File: src/rtl/regfile_wb_arbiter.sv
// Round-robin arbiter sharing the register file write port among NUM_REQ writeback sources.
// Optional same-cycle read bypass of the in-flight write when REGFILE_FWD_EN is defined.
module regfile_wb_arbiter #(
  parameter int unsigned NUM_REQ = 3,
  parameter int unsigned DATA_W  = 32,
  parameter int unsigned ADDR_W  = 5
) (
  input  logic                         clk,
  input  logic                         rst_n,
  input  logic                         stall,
  input  logic [NUM_REQ-1:0]           req_valid,
  output logic [NUM_REQ-1:0]           req_ready,
  input  logic [NUM_REQ*ADDR_W-1:0]    req_addr,
  input  logic [NUM_REQ*DATA_W-1:0]    req_data,
`ifdef REGFILE_FWD_EN
  input  logic [ADDR_W-1:0]            fwd_addr_1,
  input  logic [ADDR_W-1:0]            fwd_addr_2,
  input  logic [DATA_W-1:0]            rf_data_1,
  input  logic [DATA_W-1:0]            rf_data_2,
  output logic [DATA_W-1:0]            fwd_data_1,
  output logic [DATA_W-1:0]            fwd_data_2,
`endif
  output logic [ADDR_W-1:0]            write_address,
  output logic [DATA_W-1:0]            write_value,
  output logic                         write_enable,
  output logic [$clog2(NUM_REQ)-1:0]   grant_idx
);

  localparam int unsigned IdxW = $clog2(NUM_REQ);

  logic [IdxW-1:0]   rr_ptr_q;
  logic [IdxW-1:0]   grant_sel;
  logic              grant_valid;
  logic [IdxW-1:0]   next_ptr;
  logic [ADDR_W-1:0] sel_addr;
  logic [DATA_W-1:0] sel_data;
  logic [ADDR_W-1:0] wr_addr_q;
  logic [DATA_W-1:0] wr_data_q;
  logic              wr_en_q;
  logic [IdxW-1:0]   grant_idx_q;

  // Scan sources starting at rr_ptr, wrapping; first valid source wins.
  always_comb begin
    int unsigned cand;
    logic [IdxW-1:0] cand_idx;
    cand        = 0;
    cand_idx    = '0;
    grant_valid = 1'b0;
    grant_sel   = '0;
    req_ready   = '0;
    for (int unsigned k = 0; k < NUM_REQ; k++) begin
      cand = 32'(rr_ptr_q) + k;
      if (cand >= NUM_REQ) cand = cand - NUM_REQ;
      cand_idx = IdxW'(cand);
      if (!grant_valid && req_valid[cand_idx]) begin
        grant_valid = 1'b1;
        grant_sel   = cand_idx;
      end
    end
    if (stall || !rst_n) grant_valid = 1'b0;
    if (grant_valid) req_ready[grant_sel] = 1'b1;
  end

  always_comb begin
    next_ptr = (grant_sel == IdxW'(NUM_REQ - 1)) ? '0 : grant_sel + IdxW'(1);
    sel_addr = req_addr[32'(grant_sel) * ADDR_W +: ADDR_W];
    sel_data = req_data[32'(grant_sel) * DATA_W +: DATA_W];
  end

  always_ff @(posedge clk or negedge rst_n) begin
    if (!rst_n) begin
      rr_ptr_q    <= '0;
      wr_addr_q   <= '0;
      wr_data_q   <= '0;
      wr_en_q     <= 1'b0;
      grant_idx_q <= '0;
    end else if (grant_valid) begin
      rr_ptr_q    <= next_ptr;
      wr_addr_q   <= sel_addr;
      wr_data_q   <= sel_data;
      grant_idx_q <= grant_sel;
      // x0 is hardwired zero: accept the request but never strobe the write
      wr_en_q     <= (sel_addr != '0);
    end else begin
      wr_en_q     <= 1'b0;
    end
  end

  assign write_address = wr_addr_q;
  assign write_value   = wr_data_q;
  assign write_enable  = wr_en_q;
  assign grant_idx     = grant_idx_q;

`ifdef REGFILE_FWD_EN
  assign fwd_data_1 = (wr_en_q && fwd_addr_1 == wr_addr_q && fwd_addr_1 != '0) ? wr_data_q
                                                                                : rf_data_1;
  assign fwd_data_2 = (wr_en_q && fwd_addr_2 == wr_addr_q && fwd_addr_2 != '0) ? wr_data_q
                                                                                : rf_data_2;
`endif

endmodule

File: config.mk
export PLATFORM = sky130hd
export DESIGN_NAME = regfile_wb_arbiter
export DESIGN_NICKNAME = d
export VERILOG_FILES = /design/src/rtl/regfile_wb_arbiter.sv
export SDC_FILE = /design/constraint.sdc
export NUM_CORES = 1
export LEC_CHECK = 0
export ABC_AREA = 1
export CAP_MARGIN = 10
export CORE_ASPECT_RATIO = 1.25
export CORE_UTILIZATION = 39
export CTS_BUF_LIST = sky130_fd_sc_hd__clkbuf_2
export CTS_CLUSTER_SIZE = 25
export DETAILED_ROUTE_END_ITERATION = 12
export PLACE_DENSITY = 0.81
export SLEW_MARGIN = 0
export SYNTH_ARGS = -nofsm -noshare
export SYNTH_HDL_FRONTEND = slang
export SYNTH_SLANG_ARGS = --single-unit
File: constraint.sdc
create_clock -name clk -period 2.85 [get_ports clk]
set_input_delay 0.57 -clock clk [delete_from_list [all_inputs] [get_ports clk]]
set_output_delay 0.57 -clock clk [all_outputs]
set_load 0.03 [all_outputs]
==> summary.md, run 1 <==
| Metric | Value |
|---|---|
| Via density | `slightly above 5` |
| Cts hold-fix bufs | `0` |
| Seq cells post-synth | `42` |
| Clk slew on worst S/H paths | `0.22 ns` |
| GR Layer Usage met2 | `0.421` |
| Clk pwr share | `0.047` |
| CP cell instances | `ha_4 -> buf_4 -> nand3_1 -> nand2_2 -> nand3_4 -> nand3_1 -> o21ai_2 -> nor2_1 -> buf_4` |
| Vias after detailed routing | `3073` |
| Mapped Nets | `around 460` |
| Worst-Margin Slew | `0.554 ns` |
| GP Congestion | `between 0.9 and 1` |
| Final instance area | `about 4500 µm²` |
| Critical Path AT | `~2.3 ns` |
| Synth Cell Area | `2620 µm²` |
| Commonest cells in the netlist | `nand2_1, nor2_1, dfrtp_1` |
| CP endpoint kind | `output pin` |
| Initial antenna violation count | `0` |
| Max-slew headroom | `0.631` |
| PwrDens | `roughly 1200 nW/µm²` |
| CP startpoint kind | `flip-flop` |
| Final worst-path cycle share | `0.990` |
| Starting Density | `0.401` |
| Hold Path Class | `input port to asynchronous set/reset pin` |
| F_max | `roughly 350 MHz` |
| Core area | `~6500 µm²` |
| Routed Antenna Nets | `0` |
| Layout area overhead | `71.4%` |
| Fraction of registers with async set/reset | `1.00` |
| Global-route met1 utilization | `0.261` |
| R2R Path Start | `rr_ptr_q[1]` |
| Cell Area, Placed | `roughly 4300 µm²` |
| Setup ws final | `approximately 0.028 ns` |
| Slowest-stage cell, CP | `dfrtp_2` |
| VDD IR max | `0.632 mV` |
| Seq/Total Area, Yosys | `0.402` |
| Buf/Inv on CP | `2` |
| GRT overflow | `0` |
| Worst EP required | `about 2.3 ns` |
| Reg power frac | `0.193` |
| Count leader, synth | `nand2_1` |
| Tmin final | `between 2 and 3 ns` |
| Synth unique cells | `26` |
| Crit path kind | `flip-flop to output pin` |
| Drt wl/cell | `approximately 14 µm` |
| Vias in the first global route | `between 2000 and 3000` |
| Largest net degree at the start of global routing | `between 40 and 50` |
| Logic pwr share | `0.760` |
| Final hold violations | `0` |
| Layout cells sized above 1 | `0.188` |
| Clock root buffer | `clkbuf_2` |
| Internal power | `approximately 2.6 mW` |
| Max clock buf depth | `2` |
| Num CTS Buffers | `5` |
| PortBufs | `between 150 and 200` |
| Ys flop type | `dfrtp_1` |
| Crit-path max cell delay | `slightly below 0.5 ns` |
| Setup Viol. Count Final | `0` |
| Max Cap Viol | `0` |
| EDFF count, synth | `0` |
| Clk sinks | `42` |
| Chip width | `75.3 µm` |
| Crit path max-delay family | `simple AND/OR/NAND/NOR gates` |
| Outcome | `finished clean` |
| CTS HTree Levels | `2` |
| GRT Util Overall | `0.238` |
| Avg Cell Area, Syn | `~7.6 µm²` |
| Mapped Cells | `about 340` |
| Area contributors post-synth | `dfrtp_1, nand2_1, nor2_1` |
| Cells on worst reg2reg path | `14` |
| Total power | `~5.4 mW` |
| DRT Wirelength | `between 8000 and 9000 µm` |
| Busiest layer in global routing | `met2` |
| TritonCTS clock tree | `done` |
| Switching power | `between 2 and 3 mW` |
| Row cnt | `33` |
| Met3 Usage GRT | `0.0603` |
| Post-layout util | `0.687` |
| Sw Ratio | `0.527` |
| Syn. warnings | `0` |
| Leading area contributor after synthesis | `dfrtp_1` |
| Die Area | `between 7000 and 8000 µm²` |
| Clock skew | `approximately 0.019 ns` |
| Number of I/O pins | `160` |
| # diodes | `0` |
| Detailed placer's ending HPWL | `6420 µm` |
| Drt drc | `0` |
| Clock Latency Late Sink | `about 0.4 ns` |
| First-pass GRT wire length | `12800 µm` |
| Die height | `a little over 90 µm` |
| Yosys top cell area share | `0.402` |
| Final max-slew violation count | `0` |
| RR Endpoint | `write_value[11]` |
| DR iter-0 viols | `about 140` |
| Final nets | `636` |
| Hold WS | `~0.24 ns` |
| Critical path fanouts, max | `5` |
| First-pass DRT Iterations | `6` |
| R2R setup slack | `~0.47 ns` |
| Place WS | `around 0.09 ns` |
| Leak Pwr | `1.90 nW` |
==> metrics by stage <==
step	setup TNS, ns	instances
final	0	603
after CTS	-0.0106	594
after detailed placement	0	585
after floorplan	0	343
after global routing	-0.0954	603
after global placement	0	585
==> flip-flops by register name, summed over array words and instances, names as in the netlist <==
name and flops:
write_enable 1, write_address 5, rr_ptr_q 2, write_value 32, grant_idx 2
==> worst max-delay path by stage <==
stage            startpoint            to  slack (ns)  depth (start not counted)
3_5_place_dp   req_valid[0]  req_ready[1]        0.09                          9
4_1_cts         rr_ptr_q[1]  req_ready[1]       -0.01                         10
2_1_floorplan   rr_ptr_q[0]  req_ready[0]        0.21                         13
5_1_grt         rr_ptr_q[1]  req_ready[1]       -0.05                         10
6_report        rr_ptr_q[1]  req_ready[1]        0.03                          9
3_3_place_gp   req_valid[2]  req_ready[0]        0.12                         10
==> metal layers <==
layer / part of all wire / up-vias
li1: - / 1477
met1: 0.37 / 1409
met3: 0.077 / 33
met2: 0.52 / 154
met4: 0.038 / 0
met5: 0 / -
==> placed cells by master, fill, tap and decap left out, types with 4 or more instances in the layout <==
cell,instances
clkdlybuf4s50_1,155
nand2_1,81
nor2_1,52
dfrtp_1,41
a21oi_1,29
buf_4,26
nand2_2,25
a31oi_1,19
nand3_1,16
inv_1,11
a31oi_2,10
o21ai_0,9
inv_2,7
clkbuf_2,6
nand3_2,4
==> kinds of logic after synthesis <==
group / Yosys count / share of synthesized area
and+or+nand+nor: 186 / 0.315
AOI/OAI and AO/OA: 73 / 0.186
DFF: 42 / 0.402
buffers and inverters: 38 / 0.0779
adders and majority gates: 4 / 0.0191
==> final cells by class <==
cell class | instances | area [µm²]
fillers | 563 | 2040
repair buffers | 183 | 1770
multi-input cells | 263 | 1430
flip-flops and latches | 42 | 1050
well taps | 87 | 109
inverters | 20 | 80.1
clock buffers | 6 | 30.0
clock inverters | 2 | 8.76
==> worst register-to-register path, stage by stage (launching register included) <==
cell     delay (ns)
dfrtp_2        0.49
ha_4           0.28
inv_4          0.10
nand2_1        0.06
nand3_1        0.07
nand2_1        0.15
nand3_2        0.12
nand2_2        0.06
nor2_4         0.14
buf_4          0.16
nand2_2        0.07
inv_2          0.06
buf_4          0.23
nand2_1        0.10
a41oi_1        0.21
==> power groups by stage <==
stage	logic, mW	clock network (mW)	registers [mW]
finish	4.13	0.255	1.05
global placement	3.77	0	1.04
CTS	3.89	0.266	1.04
floorplan	2.05	0	1.60
global route	4.45	0.285	1.08
detailed placement	3.84	0	1.06
==> timing repair <==
action | in CTS | in global routing
pin swaps | 0 | 7
setup endpoints to repair | 3 | 3
setup buffers | 1 | 9
gates cloned | 0 | 0
resized for setup | 5 | 18
(Power assumes the default switching activity.)
==> run 2, diff against run 1 <==
--- a/config.mk
+++ b/config.mk
@@ -8,11 +8,11 @@
 export ABC_AREA = 1
 export CAP_MARGIN = 10
 export CORE_ASPECT_RATIO = 1.25
-export CORE_UTILIZATION = 39
-export CTS_BUF_LIST = sky130_fd_sc_hd__clkbuf_2
+export CORE_UTILIZATION = 38
 export CTS_CLUSTER_SIZE = 25
 export DETAILED_ROUTE_END_ITERATION = 12
-export PLACE_DENSITY = 0.81
+export PLACE_DENSITY = 0.79
+export RECOVER_POWER = 100
 export SLEW_MARGIN = 0
 export SYNTH_ARGS = -nofsm -noshare
 export SYNTH_HDL_FRONTEND = slang
==> run 2 against run 1 <==
  * Sequential share of layout area is 0.32 points higher
  * Largest cell class unchanged
  * Die area is 2.6% higher
  * Clock power increased by 59%
  * Critical endpoint is now req_ready[0]
  * Critical path depth up 1
  * Clock skew shrank 0.015 ns
  * Hold slack improved by 0.24 ns
  * Flip-flop and latch count stayed put
  * Routed wire length fell by 3.1%
  * Global-route usage decreased by 0.36 points
  * Utilization is 1.9 points lower
  * Non-clock buffer count decreased by 12
  * Total power fell by 3.8%
  * Critical path type is now input port to output pin
==> summary.md, run 2 (same netlist as run 1, synthesis figures left out) <==
| Metric | Value |
|---|---|
| TritonCTS clock tree | `done` |
| Worst-Margin Slew | `between 1 and 1.5 ns` |
| DR iter-0 viols | `100` |
| Crit-path most repeated cell | `nand2_4` |
| GP Congestion | `approximately 0.89` |
| Vias in the first global route | `3007` |
| Drt drc | `0` |
| Hold Path Class | `flip-flop to flip-flop` |
| Buf/Inv on CP | `3` |
| Slowest-stage cell, CP | `clkdlybuf4s50_1` |
| Starting Density | `0.396` |
| Num CTS Buffers | `5` |
| Vias after detailed routing | `slightly below 3000` |
| Number of I/O pins | `160` |
| Die height | `approximately 95 µm` |
| Total power | `between 5 and 6 mW` |
| Die Area | `approximately 7200 µm²` |
| Tmin final | `around 2.8 ns` |
| Clk sinks | `between 40 and 50` |
| Max FFs per register | `32` |
| CTS HTree Levels | `2` |
| Routed Antenna Nets | `0` |
| CP endpoint kind | `output pin` |
| Max Cap Viol | `0` |
| Crit-path max cell delay | `0.51 ns` |
| Place WS | `around 0.059 ns` |
| CP cell instances | `clkdlybuf4s50_1 -> inv_1 -> o21ai_4 -> nand2_4 -> nand3_1 -> nand2_1 -> nor2_2 -> nand2_4 -> nor2_1 -> buf_4` |
| Drt wl/cell | `14.1 µm` |
| Detailed placer's ending HPWL | `around 6300 µm` |
| Commonest non-fill, non-tap cell in the layout | `clkdlybuf4s50_1` |
| DRT Wirelength | `8310 µm` |
| Crit path max-delay family | `buffers and inverters` |
| R2R Path Start | `rr_ptr_q[0]` |
| Critical path origin | `req_valid[2]` |
| Clock root buffer | `clkbuf_8` |
| Cts hold-fix bufs | `0` |
| Critical path capture point | `req_ready[0]` |
| Chip width | `76.2 µm` |
| First-pass GRT wire length | `~13000 µm` |
| Most frequent cells in the layout | `clkdlybuf4s50_1, nand2_1, nor2_1, dfrtp_1, dlygate4sd3_1` |
| Setup ws final | `~0.056 ns` |
| GRT Util Overall | `0.235` |
| Final nets | `approximately 620` |
| Layout cells sized above 1 | `0.149` |
| Row cnt | `33` |
| Initial antenna violation count | `0` |
| Leak Pwr | `approximately 1.9 nW` |
| GRT overflow | `0` |
| Core area | `roughly 6600 µm²` |
| PortBufs | `~160` |
| Clock Latency Late Sink | `slightly below 0.3 ns` |
| Crit path kind | `input port to output pin` |
| Critical path fanouts, max | `7` |
| PwrDens | `roughly 1200 nW/µm²` |
| Layout area overhead | `68.9%` |
| Final max-slew violation count | `0` |
| Final instance area | `about 4400 µm²` |
| Largest net degree at the start of global routing | `43` |
| Critical Path AT | `around 2.2 ns` |
| Cell count along the critical path | `10` |
| Post-CTS Setup Inserts | `0` |
| VDD IR max | `around 0.56 mV` |
| Setup Viol. Count Final | `0` |
| CP startpoint kind | `input port` |
| Via density | `4.98` |
| Max clock buf depth | `2` |
| RR Endpoint | `write_enable` |
| # diodes | `0` |
| First-pass DRT Iterations | `4` |
| Cells on worst reg2reg path | `16` |
| Final hold violations | `0` |
| Clock skew | `0.00391 ns` |
| Cell Area, Placed | `between 4000 and 5000 µm²` |
| Outcome | `finished clean` |
| Worst EP required | `~2.3 ns` |
| R2R setup slack | `between 0.4 and 0.5 ns` |
| Final worst-path cycle share | `0.981` |
| Clk slew on worst S/H paths | `approximately 0.08 ns` |
| Max-slew headroom | `0.305` |
| F_max | `358 MHz` |
run 2: cell count changes in the layout (fill, tap and decap cells not counted), sizes merged:
cell and change:
clkdlybuf4s50 -40, clkinvlp +1, dlygate4sd3 +40, clkbuf +2, buf -14, clkinv -1
run 2: timing repair:
action,in CTS,in global routing
pin swaps,0,0
gates resized for setup,3,9
endpoints found under the hold margin,0,0
endpoints found under the setup margin,2,3
cloned,0,0
run 2: worst min path at each step:
stage	start	to	slack, ns	cells after the start
6_report	write_address[2]	write_address[2]	0.48	2
5_1_grt	write_address[1]	write_address[1]	0.53	2
4_1_cts	rst_n	write_value[4]	0.39	2
3_5_place_dp	write_address[2]	write_address[2]	0.47	2
3_3_place_gp	write_address[0]	write_address[0]	0.47	2
2_1_floorplan	rst_n	grant_idx[0]	0.27	0
run 2: final cells by class:
type	instances	area, µm²
repair buffers	171	1680
inverters	20	80.1
clock inverters	2	12.5
clock buffers	6	82.6
multi-input cells	263	1410
fillers	590	2190
well taps	87	109
flip-flops and latches	42	1050
run 2: through the flow:
stage                     cells    TNS [ns]  hold slack, ns  utilization
after CTS                   591           0           0.390        0.663
final                       591           0           0.481        0.669
after floorplan             343           0           0.274            -
after detailed placement    583           0           0.473        0.648
after global placement      583           0           0.472        0.648
after global routing        591  -0.0000608           0.532        0.669
run 2: report_power, final:
group | leakage [nW] | switching [mW] | internal [mW]
Combinational | 1.32 | 2.42 | 1.36
Sequential | 0.482 | 0.143 | 0.890
Clock | 0.0472 | 0.211 | 0.195
run 2: worst min-delay path, cell delays in order (launching register included):
cell and delay [ns]:
dfrtp_1 0.34, nand2_1 0.05, o21ai_0 0.06
run 2: routing by layer:
metal | global-route usage | vias up | share of wire
li1 | - | 1454 | -
met1 | 0.261 | 1364 | 0.38
met2 | 0.429 | 114 | 0.53
met3 | 0.0609 | 11 | 0.071
met4 | 0.0897 | 0 | 0.017
met5 | 0 | - | 0
==> run 3, diff against run 2 <==
--- a/config.mk
+++ b/config.mk
@@ -9,6 +9,7 @@
 export CAP_MARGIN = 10
 export CORE_ASPECT_RATIO = 1.25
 export CORE_UTILIZATION = 38
+export CTS_CLUSTER_DIAMETER = 40
 export CTS_CLUSTER_SIZE = 25
 export DETAILED_ROUTE_END_ITERATION = 12
 export PLACE_DENSITY = 0.79
==> results of run 3 <==
The final DEF is identical to that of run 2; final timing and power are the same.
